--- src/rtl/fp_pkg.sv ---
// Shared single-precision field widths, quiet-NaN constant and result-select codes
// used by the special-case detector and the downstream result selector.
package fp_pkg;

  localparam int EXP_W  = 8;
  localparam int MANT_W = 23;
  localparam logic [31:0] QNAN = 32'h7FC0_0000;

  typedef enum logic [2:0] {
    FLAG_NONE          = 3'b000,
    FLAG_NAN           = 3'b001,
    FLAG_COPY_A        = 3'b010,
    FLAG_COPY_B        = 3'b011,
    FLAG_FIN_MIN_INF   = 3'b100,
    FLAG_ZERO_MIN_ZERO = 3'b101,
    FLAG_ZERO_MIN_SOME = 3'b110,
    FLAG_SUB_SAME_VAL  = 3'b111
  } exc_flag_e;

endpackage

--- src/rtl/fp_classify.sv ---
// Combinational operand classifier working on the magnitude (exponent + mantissa).
// Denormals fall through as finite nonzero.
module fp_classify
  import fp_pkg::*;
(
  input  logic [EXP_W+MANT_W-1:0] magnitude_i,
  output logic                    isNan_o,
  output logic                    isInf_o,
  output logic                    isZero_o
);

  logic [EXP_W-1:0]  expField;
  logic [MANT_W-1:0] mantField;

  assign expField  = magnitude_i[EXP_W+MANT_W-1:MANT_W];
  assign mantField = magnitude_i[MANT_W-1:0];

  assign isNan_o  = (&expField) && (|mantField);
  assign isInf_o  = (&expField) && !(|mantField);
  assign isZero_o = !(|expField) && !(|mantField);

endmodule

--- src/rtl/fp_special_detect.sv ---
// Two-stage special-operand detector for FP add/sub: S1 captures operands, S2 holds
// the result-select code plus operand passthrough for the normal-path adder.
module fp_special_detect
  import fp_pkg::*;
#(
  parameter int WIDTH = 32
)
(
  input  logic             clk,
  input  logic             rst,
  input  logic             flush,
  input  logic             in_valid,
  output logic             in_ready,
  input  logic [WIDTH-1:0] a,
  input  logic [WIDTH-1:0] b,
  input  logic             op,
  output logic             out_valid,
  input  logic             out_ready,
  output logic [WIDTH-1:0] a_out,
  output logic [WIDTH-1:0] b_out,
  output logic             op_out,
  output logic [2:0]       exception_flag,
  output logic             sign_a,
  output logic             sign_b,
  output logic [WIDTH-2:0] copied_operand,
  output logic [15:0]      special_count
);

  logic             s1Valid_q;
  logic [WIDTH-1:0] s1A_q, s1B_q;
  logic             s1Op_q;

  logic             s2Valid_q;
  exc_flag_e        flag_q, flag_d;
  logic [WIDTH-2:0] copied_q, copied_d;
  logic             signA_q, signB_q;
  logic [WIDTH-1:0] aOut_q, bOut_q;
  logic             opOut_q;
  logic [15:0]      count_q;

  logic             s1Advance, accept, outFire;
  logic             aNan, aInf, aZero, bNan, bInf, bZero;
  logic [WIDTH-2:0] magA, magB;

  assign outFire   = s2Valid_q && out_ready;
  assign s1Advance = s1Valid_q && (!s2Valid_q || out_ready);
  assign in_ready  = !s1Valid_q || s1Advance;
  assign accept    = in_valid && in_ready;

  assign magA = s1A_q[WIDTH-2:0];
  assign magB = s1B_q[WIDTH-2:0];

  fp_classify uClassA (.magnitude_i(magA), .isNan_o(aNan), .isInf_o(aInf), .isZero_o(aZero));
  fp_classify uClassB (.magnitude_i(magB), .isNan_o(bNan), .isInf_o(bInf), .isZero_o(bZero));

  // First-match priority; infinities of opposite effective sign cancel to NaN.
  always_comb begin
    flag_d   = FLAG_NONE;
    copied_d = '0;
    if (aNan || bNan) begin
      flag_d = FLAG_NAN;
    end else if (aInf && bInf) begin
      if ((s1A_q[WIDTH-1] ^ s1B_q[WIDTH-1]) == s1Op_q) begin
        flag_d   = FLAG_COPY_A;
        copied_d = magA;
      end else begin
        flag_d = FLAG_NAN;
      end
    end else if (aInf) begin
      flag_d   = FLAG_COPY_A;
      copied_d = magA;
    end else if (bInf) begin
      if (s1Op_q) begin
        flag_d = FLAG_FIN_MIN_INF;
      end else begin
        flag_d   = FLAG_COPY_B;
        copied_d = magB;
      end
    end else if (aZero && bZero) begin
      flag_d = s1Op_q ? FLAG_COPY_A : FLAG_ZERO_MIN_ZERO;
    end else if (bZero) begin
      flag_d   = FLAG_COPY_A;
      copied_d = magA;
    end else if (aZero) begin
      flag_d   = s1Op_q ? FLAG_ZERO_MIN_SOME : FLAG_COPY_B;
      copied_d = magB;
    end else if (s1Op_q && (s1A_q == s1B_q)) begin
      flag_d = FLAG_SUB_SAME_VAL;
    end
  end

  always_ff @(posedge clk or posedge rst) begin
    if (rst) begin
      s1Valid_q <= 1'b0;
      s1A_q     <= '0;
      s1B_q     <= '0;
      s1Op_q    <= 1'b0;
    end else begin
      if (flush)          s1Valid_q <= 1'b0;
      else if (accept)    s1Valid_q <= 1'b1;
      else if (s1Advance) s1Valid_q <= 1'b0;
      if (accept && !flush) begin
        s1A_q  <= a;
        s1B_q  <= b;
        s1Op_q <= op;
      end
    end
  end

  always_ff @(posedge clk or posedge rst) begin
    if (rst) begin
      s2Valid_q <= 1'b0;
      flag_q    <= FLAG_NONE;
      copied_q  <= '0;
      signA_q   <= 1'b0;
      signB_q   <= 1'b0;
      aOut_q    <= '0;
      bOut_q    <= '0;
      opOut_q   <= 1'b0;
    end else begin
      if (flush)          s2Valid_q <= 1'b0;
      else if (s1Advance) s2Valid_q <= 1'b1;
      else if (outFire)   s2Valid_q <= 1'b0;
      if (s1Advance && !flush) begin
        flag_q   <= flag_d;
        copied_q <= copied_d;
        signA_q  <= s1A_q[WIDTH-1];
        signB_q  <= s1B_q[WIDTH-1];
        aOut_q   <= s1A_q;
        bOut_q   <= s1B_q;
        opOut_q  <= s1Op_q;
      end
    end
  end

  always_ff @(posedge clk or posedge rst) begin
    if (rst) begin
      count_q <= '0;
    end else if (outFire && !flush && (flag_q != FLAG_NONE) && (count_q != 16'hFFFF)) begin
      count_q <= count_q + 16'd1;
    end
  end

  assign out_valid      = s2Valid_q;
  assign exception_flag = flag_q;
  assign copied_operand = copied_q;
  assign sign_a         = signA_q;
  assign sign_b         = signB_q;
  assign a_out          = aOut_q;
  assign b_out          = bOut_q;
  assign op_out         = opOut_q;
  assign special_count  = count_q;

endmodule

--- config.mk ---
export PLATFORM = sky130hd
export DESIGN_NAME = fp_special_detect
export DESIGN_NICKNAME = d
export VERILOG_FILES = /design/src/rtl/fp_pkg.sv /design/src/rtl/fp_classify.sv /design/src/rtl/fp_special_detect.sv
export SDC_FILE = /design/constraint.sdc
export NUM_CORES = 1
export LEC_CHECK = 0
export CORE_UTILIZATION = 54
export DETAILED_ROUTE_END_ITERATION = 8
export GPL_TIMING_DRIVEN = 0
export PLACE_DENSITY_LB_ADDON = 0.1
export RECOVER_POWER = 50
export SYNTH_ARGS = -nofsm -noshare
export SYNTH_HDL_FRONTEND = slang
export SYNTH_HIERARCHICAL = 1
export SYNTH_SLANG_ARGS = --single-unit
--- constraint.sdc ---
create_clock -name clk -period 13 [get_ports clk]
set_input_delay 2.6 -clock clk [delete_from_list [all_inputs] [get_ports clk]]
set_output_delay 2.6 -clock clk [all_outputs]
set_load 0.005 [all_outputs]
[Word level (Yosys, flattened, before mapping)]
Cells that the tools add are included.
Storage, ports and cells
  bits in registers: 184
  input port bits: 70
  word-level logic and storage cells: 81
Operators by class
  add/subtract/negate cells: 1
  eq/ne operators: 3
  muxes and demuxes: 27
  bitwise operators: 1
  reductions and logical operators: 36
Operators with widths (count)
  $mux W31: 9
  $reduce_or A23 Y1: 2
  $mux W3: 11
  $eq A32 B32 Y1: 1
  $logic_and A1 B1 Y1: 17
  $add A16 B1 Y16 const B: 1
  $ne A16 B16 Y1 const B: 1
  $reduce_and A8 Y1: 2
  $reduce_or A8 Y1: 2
  $reduce_bool A3 Y1: 3
  $logic_not A1 Y1: 7
  $mux W1: 6
  $logic_or A1 B1 Y1: 3
  $mux W2: 1
  $eq A1 B1 Y1: 1
  $xor A1 B1 Y1: 1

[Longest topological paths before layout]
Gate-level depths: netlist (run 1).
  depth after elaboration: 10
  gate-level depth with buffers: 9

[By module]
The synthesis (run 1) kept the hierarchy.
By module, submodules not included
  fp_special_detect: times used 1, cells each 552, area each 7677.4 µm², seq. area each 4554.4 µm²
  fp_classify: times used 2, cells each 17, area each 107.6 µm², seq. area each 0.0 µm²

[Least setup slack after synthesis (run 1)]
OpenSTA, ideal clock, no wires.
  path type: input-to-output
  start: input port out_ready
  end: output port in_ready
  arrival: 2.941 ns
  path slack: 7.459 ns
  stages: 2
  path buffers: 0
  cells stage by stage: nor2b_1 -> nand2_1
Between the ends
  cells in the longest elaborated chain, start to end: 3
Ends and longest elaborated chain
  start: declaration: line fp_special_detect.sv:18  | input logic out_ready,
  $logic_or A1 B1 Y1: line fp_special_detect.sv:46  | assign s1Advance = s1Valid_q && (!s2Valid_q || out_ready);
  $logic_and A1 B1 Y1: line fp_special_detect.sv:46
  $logic_or A1 B1 Y1: line fp_special_detect.sv:47  | assign in_ready = !s1Valid_q || s1Advance;
  end: declaration: line fp_special_detect.sv:13  | output logic in_ready,
Every way passes these cells.

[Worst setup path in the final report (run 1)]
Same ends and word-level chain as after synthesis.

==> flow_summary.toml, run 1 <==
[route]
drtIter0Drc = 393
drc = 0
first_pass_iters = 5
wl_mm = 20.47
via_per_inst = 5.841
ant_nets = 0
vias = 5759
wl_per_cell_um = 20.76

[grt]
grt_overflow = 0
grt_max_degree = 93
grt_pass1_wl_mm = 32.31
antenna_found_initial = 0
grt.total_usage_pct = 29.00
grt_pass1_vias = 5933

[sta]
hold_viol_final = 0
final_max_slew_viol_count = 91
fin_crit_sh_pct = 51.81
fmax_ghz = 0.1485
slew_headroom_pct = -165.7
rsz0062_at_grt = "no"
worst_hold_slack_ns = 0.4928
setup_slack_ns = 6.264
period_needed_ns = 6.736
worst_pin_slew_ns = 3.964
setup_viol = 0
finalClockSkew_ns = 0.006098
tns_ns = 0

[clocking]
cts_tree = "built"
clk_pin_slew_worst_paths_ns = 0.06
cts_made_buffers = 17
cts_resized = 0
clkLatencyLatePin_ns = 0.43
post_cts_buffers = 0
cts_hold_buf = 0
h-tree-depth = 4
cts_root_buf = "clkbuf_16"
cts_buffer_depth = 2
clock-sinks = 182

[run_status]
outcome = "finished with violations"
violations = "capacitance limit, slew limit"

[yosys]
syn_inst = 586
yosys-top-cells-count = "dfrtp_1, mux2_2, xor2_1"
synthTopCellsByArea = "dfrtp_1, mux2_2, xor2_1"
synth_top_area_share_pct = 57.70
synth_cell_type_count = 43
synth_edf_count = 0
async_flop_share_pct = 100.0
syn_nets = 657
avgSynthCellArea_um2 = 13.47
synth_most_common_cell = "dfrtp_1"
yosys.area.top_type = "dfrtp_1"
yosys_register_bits = 182
synthFlopType = "dfrtp_1"
syn_area_mm2 = 0.007893
yosysSeqAreaShare_pct = 57.70
ys_warn_count = 6

[worst_hold_path]
hold_start = "special_count[12]$_DFFE_PP0P_"
whs_path_depth = 1
hold_class = "flip-flop to flip-flop"
holdPathEnd = "special_count[12]$_DFFE_PP0P_"

[die]
design.core.area_mm2 = 0.01404
rows = 43
dieArea_mm2 = 0.01510
num_io_pins = 189
dieHeight_um = 122.9
fp.dieW_um = 122.9
start_util_pct = 56.21

[placement]
port_buffers = 188
place_area_mm2 = 0.01003
dp_hpwl_mm = 14.67
gp_congestion = 0.8487
place_ws_ns = 6.394

[power_and_ir_drop]
ir_worst_vdd_mv = 0.09197
cellPowerDensity_mw_per_mm2 = 151.4
power.leakage_uw = 0.004775

[finish]
drive_gt1_share_pct = 23.08
areaGrowthSynthToFinish_pct = 34.42
finalInstanceArea_mm2 = 0.01061
fin_util_pct = 75.55
antenna_cells = 0
nets = 865

[worst_setup_path]
criticalPathCategory = "primary input to primary output"
worstPathRequired_ns = 10.40
worst_r2r_endpoint = "copied_operand[10]$_DFFE_PP0P_"
r2r_start = "s1A_q[16]$_DFFE_PP0P_"
cp_max_fo = 6
start_kind = "primary input"
crit_path_end_kind = "primary output"
reg2regPathDepth = 8
arrival_ns = 4.14
reg2reg_slack_ns = 10.18

[job]
maxCapViolations = 1
-- power breakdown --
part | internal [µW] | switching [µW]
sequential | 662 | 93.4
combinational | 211 | 111
clock | 317 | 212
total | 1190 | 416
-- critical path: stages --
cell and delay, ns:
dlygate4sd3_1 0.56, nor2b_1 0.36, nand2_1 0.15, clkdlybuf4s50_1 0.47
-- cells in the final DEF (no fill, tap or decap), drive strengths merged, types with 4 or more instances in the layout --
master	instances
a21o	31
a21oi	6
a22o	31
buf	18
clkbuf	36
clkdlybuf4s50	136
dfrtp	182
dlygate4sd3	52
inv	4
mux2	131
nand2	17
nand3	9
nand4	10
nor2	21
nor3	12
nor4	22
xnor2	11
xor2	38
-- per-stage QoR --
step / power (µW) / cells
final: 1606 / 986
after global routing: 1677 / 986
after CTS: 1633 / 986
after detailed placement: 1103 / 955
after global placement: 1088 / 954
after floorplan: 886.2 / 586
-- worst max-delay path by stage --
stage | startpoint | to | slack (ns) | cells after the start
detailed placement | out_ready | in_ready | 6.39 | 4
global placement | rst | a_out[10]$_DFFE_PP0P_ | 3.38 | 2
global route | out_ready | in_ready | 6.18 | 4
floorplan | rst | a_out[0]$_DFFE_PP0P_ | 5.46 | 1
finish | out_ready | in_ready | 6.26 | 4
CTS | out_ready | in_ready | 6.39 | 4
-- cells by family (layout without fill, tap and decap cells) --
logic type	count (synthesis)	in the layout	share of synthesized area [%]
adder cells (fa/ha/maj)	1	1	0.1585
buffers and inverters	34	254	2.029
XOR/XNOR	49	49	5.438
multiplexers	131	131	18.74
flip-flops	182	182	57.70
AND/OR/NAND/NOR	106	106	7.356
AO/OA/AOI/OAI	83	83	8.576
-- sequential cells by signal, summed over array words and instances, names as in the netlist, 3 cells and up --
signal          flops
a_out              31
b_out              31
copied_operand     31
exception_flag      3
s1A_q              32
s1B_q              32
special_count      16
-- area by class of cell --
class	instances	area, µm²
inverters	4	16.27
clock buffers	23	478.0
multi-input cells	370	3159
repair buffers	189	1909
plain buffers	30	145.1
well taps	180	225.2
flip-flops and latches	182	4554
clock inverters	8	121.4
fillers	921	3433
-- routing by layer --
layer / global-route usage, % / vias up / part of all wire [%]
met5: 0 / - / 0
met4: 10.06 / 0 / 2.2
met3: 8.487 / 35 / 7.8
met2: 46.03 / 233 / 49
met1: 38.11 / 2957 / 41
li1: - / 2534 / -
Power figures use the tool's default switching activity.
==> inputs of run 2 (changes only) <==
--- a/config.mk
+++ b/config.mk
@@ -5,7 +5,7 @@
 export SDC_FILE = /design/constraint.sdc
 export NUM_CORES = 1
 export LEC_CHECK = 0
-export CORE_UTILIZATION = 54
+export CORE_UTILIZATION = 50
 export DETAILED_ROUTE_END_ITERATION = 8
 export GPL_TIMING_DRIVEN = 0
 export PLACE_DENSITY_LB_ADDON = 0.1
==> constraint.sdc (replaced) <==
create_clock -name clk -period 6.3 [get_ports clk]
set_input_delay 1.26 -clock clk [delete_from_list [all_inputs] [get_ports clk]]
set_output_delay 1.26 -clock clk [all_outputs]
set_load 0.005 [all_outputs]
==> flow_summary.toml, run 2 (synthesized netlist as in run 1, its figures left out) <==
[finish]
final_cell_mix = "dfrtp_1, clkdlybuf4s50_1, mux2_2"
largestRegisters = "s1A_q: 32 flops, s1B_q: 32 flops"
nets = 865
antenna_cells = 0
drive_gt1_share_pct = 23.54
layout_commonest_cell = "dfrtp_1"
fin_util_pct = 69.28
n_fill_cell = 1156
areaGrowthSynthToFinish_pct = 34.43
finalInstanceArea_mm2 = 0.01061

[grt]
antenna_found_initial = 0
grt_overflow = 0
grt_max_degree = 93
grt_pass1_wl_mm = 31.58
grt_pass1_vias = 5756
grt.total_usage_pct = 25.78

[route]
wl_per_cell_um = 19.81
vias = 5677
via_per_inst = 5.577
wl_mm = 20.17
drc = 0
ant_nets = 0
first_pass_iters = 5
drtIter0Drc = 317

[sta]
slew_headroom_pct = -50.15
finalClockSkew_ns = 0.007116
hold_viol_final = 0
fmax_ghz = 0.2471
worst_pin_slew_ns = 2.252
period_needed_ns = 4.048
tns_ns = 0
setup_slack_ns = 2.252
final_max_slew_viol_count = 93
worst_hold_slack_ns = 0.4993
setup_viol = 0
rsz0062_at_grt = "no"
fin_crit_sh_pct = 64.25

[clocking]
clk_pin_slew_worst_paths_ns = 0.07
clock-sinks = 182
cts_tree = "built"
cts_hold_buf = 0
cts_buffer_depth = 2
clkLatencyLatePin_ns = 0.43
h-tree-depth = 4
cts_made_buffers = 17
cts_resized = 0
post_cts_buffers = 0
cts_root_buf = "clkbuf_16"

[worst_setup_path]
start_kind = "primary input"
reg2regPathDepth = 8
crit_family = "buffers and inverters"
path_cells = "dlygate4sd3_1 > inv_8 > clkbuf_2"
worstPathRequired_ns = 6.37
crit_path_end_kind = "async pin"
arrival_ns = 4.12
crit_buf_inv = 3
cp_max_fo = 92
cp_slowest_stage_delay_ns = 1.66
worst-path-stages = 3
criticalPathCategory = "primary input to async pin"
critPathSlowestCell = "clkbuf_2"

[power_and_ir_drop]
cellPowerDensity_mw_per_mm2 = 306.6
power.leakage_uw = 0.004765
ir_worst_vdd_mv = 0.1966

[job]
maxCapViolations = 1

[worst_hold_path]
whs_path_depth = 1
hold_class = "flip-flop to flip-flop"

[placement]
place_ws_ns = 2.382
dp_hpwl_mm = 14.56
port_buffers = 188
place_area_mm2 = 0.01007
gp_congestion = 0.8862

[die]
dieArea_mm2 = 0.01629
fp.dieW_um = 127.6
rows = 45
start_util_pct = 51.54
design.core.area_mm2 = 0.01531
dieHeight_um = 127.6
num_io_pins = 189

[run_status]
violations = "capacitance limit, slew limit"
outcome = "finished with violations"
run 2: cell types whose count changed in the layout (fill, tap and decap cells not counted), moves of 2 or more:
cell / change
bufinv_16: -2
clkinv_2: +2
clkinv_4: +2
clkbuf_1: -3
run 2: stage by stage:
stage	cells	total power, µW
after floorplan	586	1829
after global placement	985	2249
after detailed placement	986	2278
after CTS	1018	3317
after global routing	1018	3392
final	1018	3253
run 2: worst paths after layout:
check	from	endpoint	slack (ns)
worst max register to register	s1B_q[16]$_DFFE_PP0P_	copied_operand[26]$_DFFE_PP0P_	3.54
worst min register to register	special_count[12]$_DFFE_PP0P_	special_count[12]$_DFFE_PP0P_	0.50
worst min-delay path	special_count[12]$_DFFE_PP0P_	special_count[12]$_DFFE_PP0P_	0.50
worst max-delay path	rst	b_out[11]$_DFFE_PP0P_	2.25
min in group asynchronous	rst	special_count[15]$_DFFE_PP0P_	1.43
max in group clk	out_ready	in_ready	2.27
run 2: where the power goes:
part	switching (µW)	internal, µW	total (µW)
sequential	193	1370	1560
clock	450	587	1040
combinational	223	433	657
run 2: worst reg2reg max path, cell delays in order, from the launching register on:
cell,delay [ns]
dfrtp_1,0.44
nor4_1,0.33
nand4_1,0.24
o21ba_1,0.24
or4_1,0.50
buf_2,0.19
a211oi_2,0.30
buf_2,0.31
a21o_1,0.15
run 2: final cells by class:
class	count	area [µm²]	share of cell area (%)
tap	211	264.0	2.488
buffer	30	145.1	1.368
clock buffer	21	480.5	4.528
clock inverter	11	97.59	0.9198
sequential	182	4554	42.92
inverter	4	22.52	0.2123
timing repair buffer	189	1887	17.78
multi-input combinational	370	3159	29.78
run 2: layer usage:
metal | vias to the layer above | part of all wire [%] | track usage, %
met3 | 29 | 7.1 | 6.533
met5 | - | 0 | 0
li1 | 2548 | - | -
met2 | 225 | 48 | 40.50
met4 | 0 | 1.8 | 9.619
met1 | 2875 | 44 | 34.72
==> inputs of run 3 (changes only) <==
--- a/config.mk
+++ b/config.mk
@@ -5,7 +5,7 @@
 export SDC_FILE = /design/constraint.sdc
 export NUM_CORES = 1
 export LEC_CHECK = 0
-export CORE_UTILIZATION = 50
+export CORE_UTILIZATION = 45
 export DETAILED_ROUTE_END_ITERATION = 8
 export GPL_TIMING_DRIVEN = 0
 export PLACE_DENSITY_LB_ADDON = 0.1
==> constraint.sdc (replaced) <==
create_clock -name clk -period 3.7 [get_ports clk]
set_input_delay 0.74 -clock clk [delete_from_list [all_inputs] [get_ports clk]]
set_output_delay 0.74 -clock clk [all_outputs]
set_load 0.005 [all_outputs]
==> flow_summary.toml, run 3 (synthesized netlist as in run 1, its figures left out) <==
[run_status]
outcome = "completed"

[sta]
worst_hold_slack_ns = 0.5027
slew_headroom_pct = 27.19
worst_pin_slew_ns = 1.092
fmax_ghz = 0.3342
finalClockSkew_ns = 0.008414
period_needed_ns = 2.992
hold_viol_final = 0
tns_ns = 0
final_max_slew_viol_count = 0
fin_crit_sh_pct = 80.87
setup_viol = 0
rsz0062_at_grt = "no"

[worst_setup_path]
start_kind = "primary input"
crit_path_end_kind = "primary output"
arrival_ns = 2.25
worstPathRequired_ns = 2.96
criticalPathCategory = "primary input to primary output"
cp_max_fo = 6

[die]
rows = 48
fp.dieW_um = 134.4
start_util_pct = 45.79
num_io_pins = 189
dieHeight_um = 134.4
dieArea_mm2 = 0.01807
design.core.area_mm2 = 0.01724

[placement]
dp_hpwl_mm = 15.29
port_buffers = 188
gp_congestion = 0.8226

[clocking]
cts_tree = "built"
clock-sinks = 182
cts_hold_buf = 0
clkLatencyLatePin_ns = 0.43
cts_root_buf = "clkbuf_16"
clk_pin_slew_worst_paths_ns = 0.06
cts_resized = 0
h-tree-depth = 4
post_cts_buffers = 0
cts_buffer_depth = 2
cts_made_buffers = 17

[route]
first_pass_iters = 5
drc = 0
drtIter0Drc = 277
via_per_inst = 5.466
ant_nets = 0
wl_mm = 20.76
wl_per_cell_um = 20.06
vias = 5657

[grt]
use_met2_pct = 38.46
grt_pass1_vias = 5813
grt.total_usage_pct = 24.06
grt_use_met3_pct = 6.652
antenna_found_initial = 1
grt_pass1_wl_mm = 32.65
busiest_layer = "met2"
grt_max_degree = 44
grt_overflow = 0
grt_util_met1_pct = 32.58

[finish]
drive_gt1_share_pct = 23.33
layout_commonest_cell = "dfrtp_1"
final_cell_mix = "dfrtp_1, clkdlybuf4s50_1, mux2_2"
antenna_cells = 0
areaGrowthSynthToFinish_pct = 35.10
nets = 868
largestRegisters = "s1A_q: 32 flops, s1B_q: 32 flops"

[power_and_ir_drop]
cellPowerDensity_mw_per_mm2 = 519.4
ir_worst_vdd_mv = 0.3306
power.leakage_uw = 0.004763

[worst_hold_path]
hold_class = "flip-flop to flip-flop"

[job]
maxCapViolations = 0
run 3: final timing paths:
path                                       start                        endpoint  slack [ns]  depth (start not counted)
min in group asynchronous                    rst            a_out[6]$_DFFE_PP0P_        0.95                          2
setup / recovery                       out_ready                        in_ready        0.71                          4
hold reg to reg             a_out[6]$_DFFE_PP0P_            a_out[6]$_DFFE_PP0P_        0.50                          1
setup reg to reg           s1B_q[16]$_DFFE_PP0P_  copied_operand[28]$_DFFE_PP0P_        0.73                          9
max in group asynchronous                    rst           b_out[22]$_DFFE_PP0P_        1.07                          4
hold / removal              a_out[6]$_DFFE_PP0P_            a_out[6]$_DFFE_PP0P_        0.50                          1
run 3: power by group:
group,leakage [µW],internal [µW],switching [µW]
logic,0.00223,744,387
registers,0.00225,2330,329
clock network,0.000277,986,766
total,0.00476,4060,1480
run 3: critical path, stage by stage:
cell and delay, ns:
dlygate4sd3_1 0.56, nor2b_1 0.36, nand2_1 0.14, clkdlybuf4s50_1 0.46
run 3: per-stage QoR:
stage	instance area, µm²	power, µW	setup slack (ns)	utilization (%)	std cells
3_3_place_gp	10060	3840	-0.7621	58.36	999
3_5_place_dp	10140	3891	0.5645	58.83	1003
4_1_cts	10710	5653	0.7883	62.13	1035
2_1_floorplan	7896	3114	0.6234	-	586
6_report	10660	5539	0.7080	61.86	1035
5_1_grt	10660	5813	0.5260	61.86	1035
run 3: routing by layer:
metal / vias up / part of all wire (%)
met2: 196 / 48
met1: 2896 / 44
li1: 2548 / -
met3: 17 / 7.1
met4: 0 / 1.1
met5: - / 0
run 3: layout make-up:
type | instances | area, µm²
fill | 1339 | 6574
tap | 225 | 281.5
sequential | 182 | 4554
clock buffer | 22 | 474.2
timing repair buffer | 192 | 1947
buffer | 30 | 145.1
clock inverter | 10 | 95.09
inverter | 4 | 16.27
multi-input combinational | 370 | 3149
